### config.mk
export PLATFORM = sky130hd
export DESIGN_NAME = bcd_to_gray
export DESIGN_NICKNAME = d
export VERILOG_FILES = /design/src/rtl/bcd_to_gray.sv
export SDC_FILE = /design/constraint.sdc
export NUM_CORES = 1
export LEC_CHECK = 0
export BUFFER_PORTS_ARGS = -buffer_cell sky130_fd_sc_hd__buf_2
export CORE_AREA = 3 3 40 42
export CTS_CLUSTER_DIAMETER = 120
export DETAILED_ROUTE_END_ITERATION = 8
export DIE_AREA = 0 0 43 45
export GPL_TIMING_DRIVEN = 1
export SETUP_SLACK_MARGIN = 0.15
export SYNTH_ARGS = -nofsm -noshare
export SYNTH_HDL_FRONTEND = slang
export SYNTH_SLANG_ARGS = --single-unit
### constraint.sdc
create_clock -name clk -period 1.15 [get_ports clk]
set_clock_uncertainty 0.1 [all_clocks]
set_input_delay 0 -clock clk [delete_from_list [all_inputs] [get_ports clk]]
set_output_delay 0 -clock clk [all_outputs]
set_load 0.02 [all_outputs]
### src/rtl/bcd_to_gray.sv
// bcd_to_gray: registered single-digit BCD to 4-bit reflected Gray converter.
//
// A digit on a..d is accepted on every rising clk edge where in_valid=1. The
// Gray code appears on e..h one cycle later, with out_valid pulsed for that
// cycle. Codes 1010..1111 are still converted with the same equations. When
// detection is built in, such codes are also flagged.
//
// Build option:
//   BCD_TO_GRAY_CHECK_EN - when defined, adds invalid-code detection
//                          (bcd_err, err_sticky, clr_err). When undefined,
//                          bcd_err and err_sticky are tied to 0 and clr_err
//                          is ignored.
//
// Ports:
//   clk        in   rising-edge clock
//   rst        in   asynchronous active-high reset
//   a,b,c,d    in   BCD digit, a = MSB, d = LSB
//   in_valid   in   qualifies a..d this cycle
//   clr_err    in   synchronous clear of err_sticky (set has priority)
//   e,f,g,h    out  Gray code, e = MSB, h = LSB; held while idle
//   out_valid  out  e..h carry a new result this cycle
//   bcd_err    out  the result on e..h came from a non-BCD input
//   err_sticky out  latched OR of bcd_err since the last clear or reset

module bcd_to_gray (
  input  logic clk,
  input  logic rst,
  input  logic a,
  input  logic b,
  input  logic c,
  input  logic d,
  input  logic in_valid,
  input  logic clr_err,
  output logic e,
  output logic f,
  output logic g,
  output logic h,
  output logic out_valid,
  output logic bcd_err,
  output logic err_sticky
);

  logic [3:0] gray_q, gray_d;
  logic       valid_q, valid_d;

  // Conversion path. The result register holds its value while idle.
  always_comb begin
    gray_d  = gray_q;
    valid_d = in_valid;
    if (in_valid) begin
      gray_d = {a, a ^ b, b ^ c, c ^ d};
    end
  end

  always_ff @(posedge clk or posedge rst) begin
    if (rst) begin
      gray_q  <= 4'b0000;
      valid_q <= 1'b0;
    end else begin
      gray_q  <= gray_d;
      valid_q <= valid_d;
    end
  end

  assign e         = gray_q[3];
  assign f         = gray_q[2];
  assign g         = gray_q[1];
  assign h         = gray_q[0];
  assign out_valid = valid_q;

`ifdef BCD_TO_GRAY_CHECK_EN
  logic [3:0] bcd;
  logic       err_q, err_d;
  logic       sticky_q, sticky_d;

  assign bcd = {a, b, c, d};

  // A new error sets the sticky flag even when clr_err is asserted on the same edge.
  always_comb begin
    err_d    = in_valid && (bcd >= 4'd10);
    sticky_d = sticky_q;
    if (err_d) begin
      sticky_d = 1'b1;
    end else if (clr_err) begin
      sticky_d = 1'b0;
    end
  end

  always_ff @(posedge clk or posedge rst) begin
    if (rst) begin
      err_q    <= 1'b0;
      sticky_q <= 1'b0;
    end else begin
      err_q    <= err_d;
      sticky_q <= sticky_d;
    end
  end

  assign bcd_err    = err_q;
  assign err_sticky = sticky_q;
`else
  // Detection is not built in, so clr_err has no function.
  logic unused_clr_err;
  assign unused_clr_err = clr_err;

  assign bcd_err    = 1'b0;
  assign err_sticky = 1'b0;
`endif

endmodule

# After elaboration in Yosys (flattened, before gate mapping)
# Cells that the tools add are included.
# word_totals
reg_bits	5
latchBits	0
ramBits	0
rom_bits	0
in_bits	8
elab_cells	5
memories	0
# op_classes
addsub	0
n_mul	0
div	0
magnitude_cmp	0
eq_ne	0
shifts	0
n_mux	0
bitwise	3
n_reduce_logical	0
# ops
cell	n
bitwise XOR 1 bit	3

# Depth between registers and ports, before layout
# Gate-level depths: netlist of the first run.
# depth
depth_word	1
mapped_depth	2
ltp_nobuf	2

# Least setup slack after synthesis of the first run
# No wires, ideal clock.
# synth_path
path_type	register -> register
startpoint	reg gray_q[3] (netlist name)
endpoint	reg gray_q[3]
t_arrival_ps	710
required_time_ps	925
slack_ps	215
path_stages_with_launch	2
path_cell_list	dfrtp_1 > mux2_4
# synth_rtl
element	line_no	rtl
to (signal assigned)	60	gray_q <= gray_d;
to (decl)	43	logic [3:0] gray_q, gray_d;

# Worst setup path after layout of the first run
# layout_path
startpoint	in in_valid
endpoint	reg gray_q[3]
# layout_rtl
element	line_no	rtl
from (decl)	32	input logic in_valid,
# No word-level cell between the ends.

==> results of run 1 <==
power groups by stage:
stage / registers [mW] / logic (mW) / clock network, mW
floorplan: 0.229 / 0.0380 / 0
global placement: 0.205 / 0.0949 / 0
detailed placement: 0.206 / 0.0956 / 0
CTS: 0.203 / 0.111 / 0.206
global route: 0.205 / 0.121 / 0.222
finish: 0.203 / 0.110 / 0.196
cell usage in the layout (no fill, tap or decap):
master,count
mux2_4,1
clkbuf_4,4
nor2_1,3
xnor2_1,3
conb_1,2
buf_2,10
a21oi_1,3
dlygate4sd3_1,6
clkinv_2,1
dfrtp_1,5
inv_1,1
tightest hold or removal path, cell delays in order:
cell	delay (ns)
dlygate4sd3_1	0.53
buf_2	0.12
inv_1	0.15
metrics by stage:
step                      instance area (um2)  std cells  hold slack [ns]  setup slack [ns]
final                                     368         54           0.0995             0.166
after global routing                      368         54            0.114             0.149
after CTS                                 365         54           0.0916             0.164
after detailed placement                  278         44           -0.197             0.302
after global placement                    278         44           -0.199             0.313
after floorplan                           219         20           -0.321             0.215
cell type report:
cell class / instances / area share (%)
inverters: 1 / 1.02
clock buffers: 3 / 6.12
well taps: 15 / 5.10
multi-input cells: 12 / 20.4
repair buffers: 17 / 32.0
flip-flops and latches: 5 / 34.0
clock inverters: 1 / 1.36
registers in the layout, indices dropped and copies added, names as in the netlist:
name and flops:
out_valid 1, gray_q 4
logic make-up (layout without fill, tap and decap cells):
| kind of cell | after synthesis | count (layout) | synth area share, % |
|---|---|---|---|
| multiplexers | 1 | 1 | 6.97 |
| buffers and inverters | 3 | 22 | 8.72 |
| AND/OR/NAND/NOR | 3 | 3 | 5.23 |
| AO/OA/AOI/OAI | 3 | 3 | 6.97 |
| flip-flops | 5 | 5 | 58.1 |
| XOR/XNOR | 3 | 3 | 12.2 |
| other | 1 | 2 | 1.74 |
path summary, 6_finish.rpt:
check	startpoint	end	slack, ns	cells past startpoint
max	in_valid	gray_q[3]	0.17	3
min	rst	gray_q[2]	0.1	3
max reg2reg	gray_q[3]	gray_q[3]	0.30	1
min reg2reg	gray_q[3]	gray_q[3]	0.41	1
max in group asynchronous	rst	gray_q[3]	0.68	3
min in group clk	in_valid	out_valid	0.40	2
metal layers:
layer	track usage (%)	wire length (um)
met5	0	0
met4	3.61	0
met3	4.78	48
met2	7.49	213
met1	5.38	165
what timing repair did:
| action | CTS | global route |
|---|---|---|
| resized for setup | 0 | 1 |
| setup endpoints to repair | 0 | 1 |
| buffers inserted | 0 | 0 |
| hold endpoints to repair | 10 | 0 |
| hold buffers | 6 | 0 |
==> run metrics, run 1 <==
final slew viol count=0; DR DRC count=0; cts bufs inserted=3; async set-reset flop share out of synthesis=100%; CP Max Fanout=8; internal power=0.372 mW; yosys warns=0; Final Setup Violations=0; final hold vios=0; initial antenna violation count=0; Yosys cell types=8; I/O pins=15; drt via density=3.44; register area=125 um2; Post-synth EDFFs=0; CP Buf/Inv Count=2; Worst setup EP type=flip-flop; most numerous cell in the Yosys netlist=dfrtp_1; Fillers=138; sequential area share after synthesis=58.1%; Data arrival, critical path=1.00 ns; Final nets=48; mean routed wirelength per cell=7.91 um; Clk pwr share=38.5%; max-cap violations=0; Lkg Pwr=0.179 nW; H-tree depth=1; Tmin final=0.984 ns; number of DRC markers in iteration 0=0; crit-path cells=dlygate4sd3_1, clkbuf_4, mux2_4; DR vias=186; total power=0.509 mW; setup TNS=0 ns; delay-heaviest family, CP=buffers and inverters; sw power=0.137 mW; clk_lat worst skew=0.24 ns; Crit-path slowest cell=dlygate4sd3_1; Cell Pwr Density=1380 nW/um2; Seq pwr share=39.8%; worst setup path category=primary input to flip-flop; Die W=43 um; CTS tree=built; vias in the first global route=173; first-pass GRT wire length=690 um; total track usage=5.44%; Yosys top cell by area=dfrtp_1; peak supply drop=0.460 mV; commonest cells in the netlist=5 x dfrtp_1, 3 x a21oi_1, 3 x nor2_1, 3 x xnor2_1, 2 x buf_4; Max Clk Rate=1020 MHz; ant diodes=0; clk buf depth=2; Post-Syn Area=215 um2; total grt overflow=0; P&R area growth vs syn=70.9%; Clock Tree Root=clkbuf_4; height of the die=45 um; cells after synthesis=19; Yosys reg bits=5; switching part of the total=26.9%; CORE AREA=1280 um2; Syn Area/Cell=11.3 um2; area share of the largest cell type after synthesis=58.1%; I/O Buffers=11; RSZ-0062 raised after global routing=no; clock sink count=5; final wirelength=427 um; startpoint types=primary input; slowest stage delay, CP=0.53 ns; Site Rows=13; Die ar.=1940 um2; Clock transition at path regs=0.05 ns; Main synth FF type=dfrtp_1; Initial Util=16.7%; largest net degree at the start of global routing=9; Comb power frac=21.7%; Hold Crit Class=primary input to async pin; Final ANT Viol Nets=0; Routability Congestion=0.600; Critical Path RT=1.17 ns; status=finished clean; final core utilization=28.6%; Tcrit/Tclk final=85.6%; 1st-pass router iterations=1; share of cells above drive strength 1=41.0%; ranking of synthesized cells by area=dfrtp_1 58%, xnor2_1 12%, a21oi_1 7.0%; area of the multi-input gates=75.1 um2
(Power assumes the default switching activity.)
==> inputs of run 2 (changes only) <==
--- a/config.mk
+++ b/config.mk
@@ -6,11 +6,14 @@
 export NUM_CORES = 1
 export LEC_CHECK = 0
 export BUFFER_PORTS_ARGS = -buffer_cell sky130_fd_sc_hd__buf_2
+export CELL_PAD_IN_SITES_DETAIL_PLACEMENT = 0
+export CELL_PAD_IN_SITES_GLOBAL_PLACEMENT = 2
 export CORE_AREA = 3 3 40 42
 export CTS_CLUSTER_DIAMETER = 120
 export DETAILED_ROUTE_END_ITERATION = 8
 export DIE_AREA = 0 0 43 45
 export GPL_TIMING_DRIVEN = 1
+export PLACE_DENSITY_LB_ADDON = 0.1
 export SETUP_SLACK_MARGIN = 0.15
 export SYNTH_ARGS = -nofsm -noshare
 export SYNTH_HDL_FRONTEND = slang
==> run 2 against run 1 <==
  * The run now ends with hold timing left
  * Maximum frequency rose by 8.7%
  * Count of clock-buffer cells in the layout increased by 1
  * Die area stayed put
  * Register-to-register slack hardly changed
  * First-iteration DRC count rose by 6
  * Critical path depth increased by 1
  * Flip-flop and latch count unchanged
  * Cell count down 1.9%
  * Non-clock buffer count is 1 lower
  * Power is 0.19% higher
  * Critical endpoint is now gray_q[0]
  * Wire length rose by 18%
  * Worst setup slack improved by 0.079 ns
==> run metrics, run 2 (same netlist as run 1, synthesis figures left out) <==
Critical Path RT=1.16 ns; vias in the first global route=177; most frequent cells in the layout=11 x buf_2, 5 x dfrtp_1, 5 x dlygate4sd3_1; Lkg Pwr=0.171 nW; final wirelength=503 um; startpoint types=primary input; RSZ-0062 raised after global routing=no; Fillers=150; H-tree depth=1; worst setup path category=primary input to flip-flop; Setup Buffers After CTS=0; Cell Pwr Density=1440 nW/um2; max-cap violations=0; largest net degree at the start of global routing=6; status=finished with violations; failing checks=hold timing; total grt overflow=0; share of cells above drive strength 1=39.5%; final hold vios=3; CP Max Fanout=5; Tmin final=0.905 ns; Crit-path slowest cell=dlygate4sd3_1; CORE AREA=1280 um2; WHS=-0.0183 ns; post-cts resize count=0; DR DRC count=0; top layer in use=met3; Tcrit/Tclk final=78.7%; Worst setup EP type=flip-flop; hold buffers post-CTS=5; most common cell after layout, fill and taps aside=buf_2; Site Rows=13; height of the die=45 um; number of DRC markers in iteration 0=6; slowest stage delay, CP=0.63 ns; Final nets=47; Hold Crit Class=primary input to flip-flop; CTS tree=built; routed length on met2=222 um; 1st-pass router iterations=2; Clock Tree Root=clkbuf_4; drt via density=3.49; cts bufs inserted=3; Data arrival, critical path=0.92 ns; initial antenna violation count=0; I/O pins=15; Routability Congestion=0.597; Max Clk Rate=1110 MHz; Die ar.=1940 um2; P&R area growth vs syn=64.5%; Final Setup Violations=0; mean routed wirelength per cell=9.49 um; final slew viol count=0; clk_lat worst skew=0.23 ns; max reg flops=4; Top reg by flops=gray_q; clk buf depth=2; Initial Util=16.7%; crit-path cells=buf_2, dlygate4sd3_1, nor2_1, a21oi_1; M1 WL=212 um; DR vias=185; Die W=43 um; Clock transition at path regs=0.04 ns; clock sink count=5; I/O Buffers=11; first-pass GRT wire length=731 um; ant diodes=0; setup TNS=0 ns; Final ANT Viol Nets=0; WL met3=68 um; peak supply drop=0.427 mV; total track usage=5.86%
[run 2: worst paths after layout]
check	start	to	slack (ns)	depth (start not counted)
worst max-delay path	in_valid	gray_q[0]	0.25	4
worst max register to register	gray_q[3]	gray_q[3]	0.29	1
max in group asynchronous	rst	out_valid	0.67	3
worst min register to register	gray_q[2]	gray_q[2]	0.42	2
min in group asynchronous	rst	gray_q[2]	0.11	3
worst min-delay path	in_valid	gray_q[3]	-0.02	2
[run 2: area by class of cell]
type / instances / area, um2 / area share (%)
flip-flops and latches: 5 / 125 / 35.3
repair buffers: 16 / 105 / 29.7
multi-input cells: 12 / 75.1 / 21.2
clock buffers: 4 / 26.3 / 7.42
well taps: 15 / 18.8 / 5.30
inverters: 1 / 3.75 / 1.06
[run 2: per-layer routing]
metal,global-route usage [%],up-vias
li1,-,94
met1,6.85,79
met2,6.89,12
met3,2.79,0
met4,7.23,0
met5,0,-
[run 2: stage by stage]
step                      total power [mW]  area (um2)  setup slack [ns]  util [%]  std cells
after floorplan                      0.267         219             0.215         -         20
after global placement               0.301         278             0.313      21.6         44
after detailed placement             0.302         278             0.299      21.6         44
after CTS                            0.520         354             0.255      27.6         53
after global routing                 0.545         354             0.183      27.6         53
final                                0.510         354             0.245      27.6         53
[run 2: worst max-delay path, delay by kind of cell]
| family | cells | cell delay [ns] |
|---|---|---|
| AOI/OAI and AO/OA | 1 | 0.04 |
| buffers and inverters | 2 | 0.76 |
| and+or+nand+nor | 1 | 0.11 |
[run 2: power by group]
group,internal (mW),leakage (nW),switching (mW)
Combinational,0.0484,0.0993,0.0599
Sequential,0.195,0.0568,0.00823
Clock,0.131,0.0150,0.0675
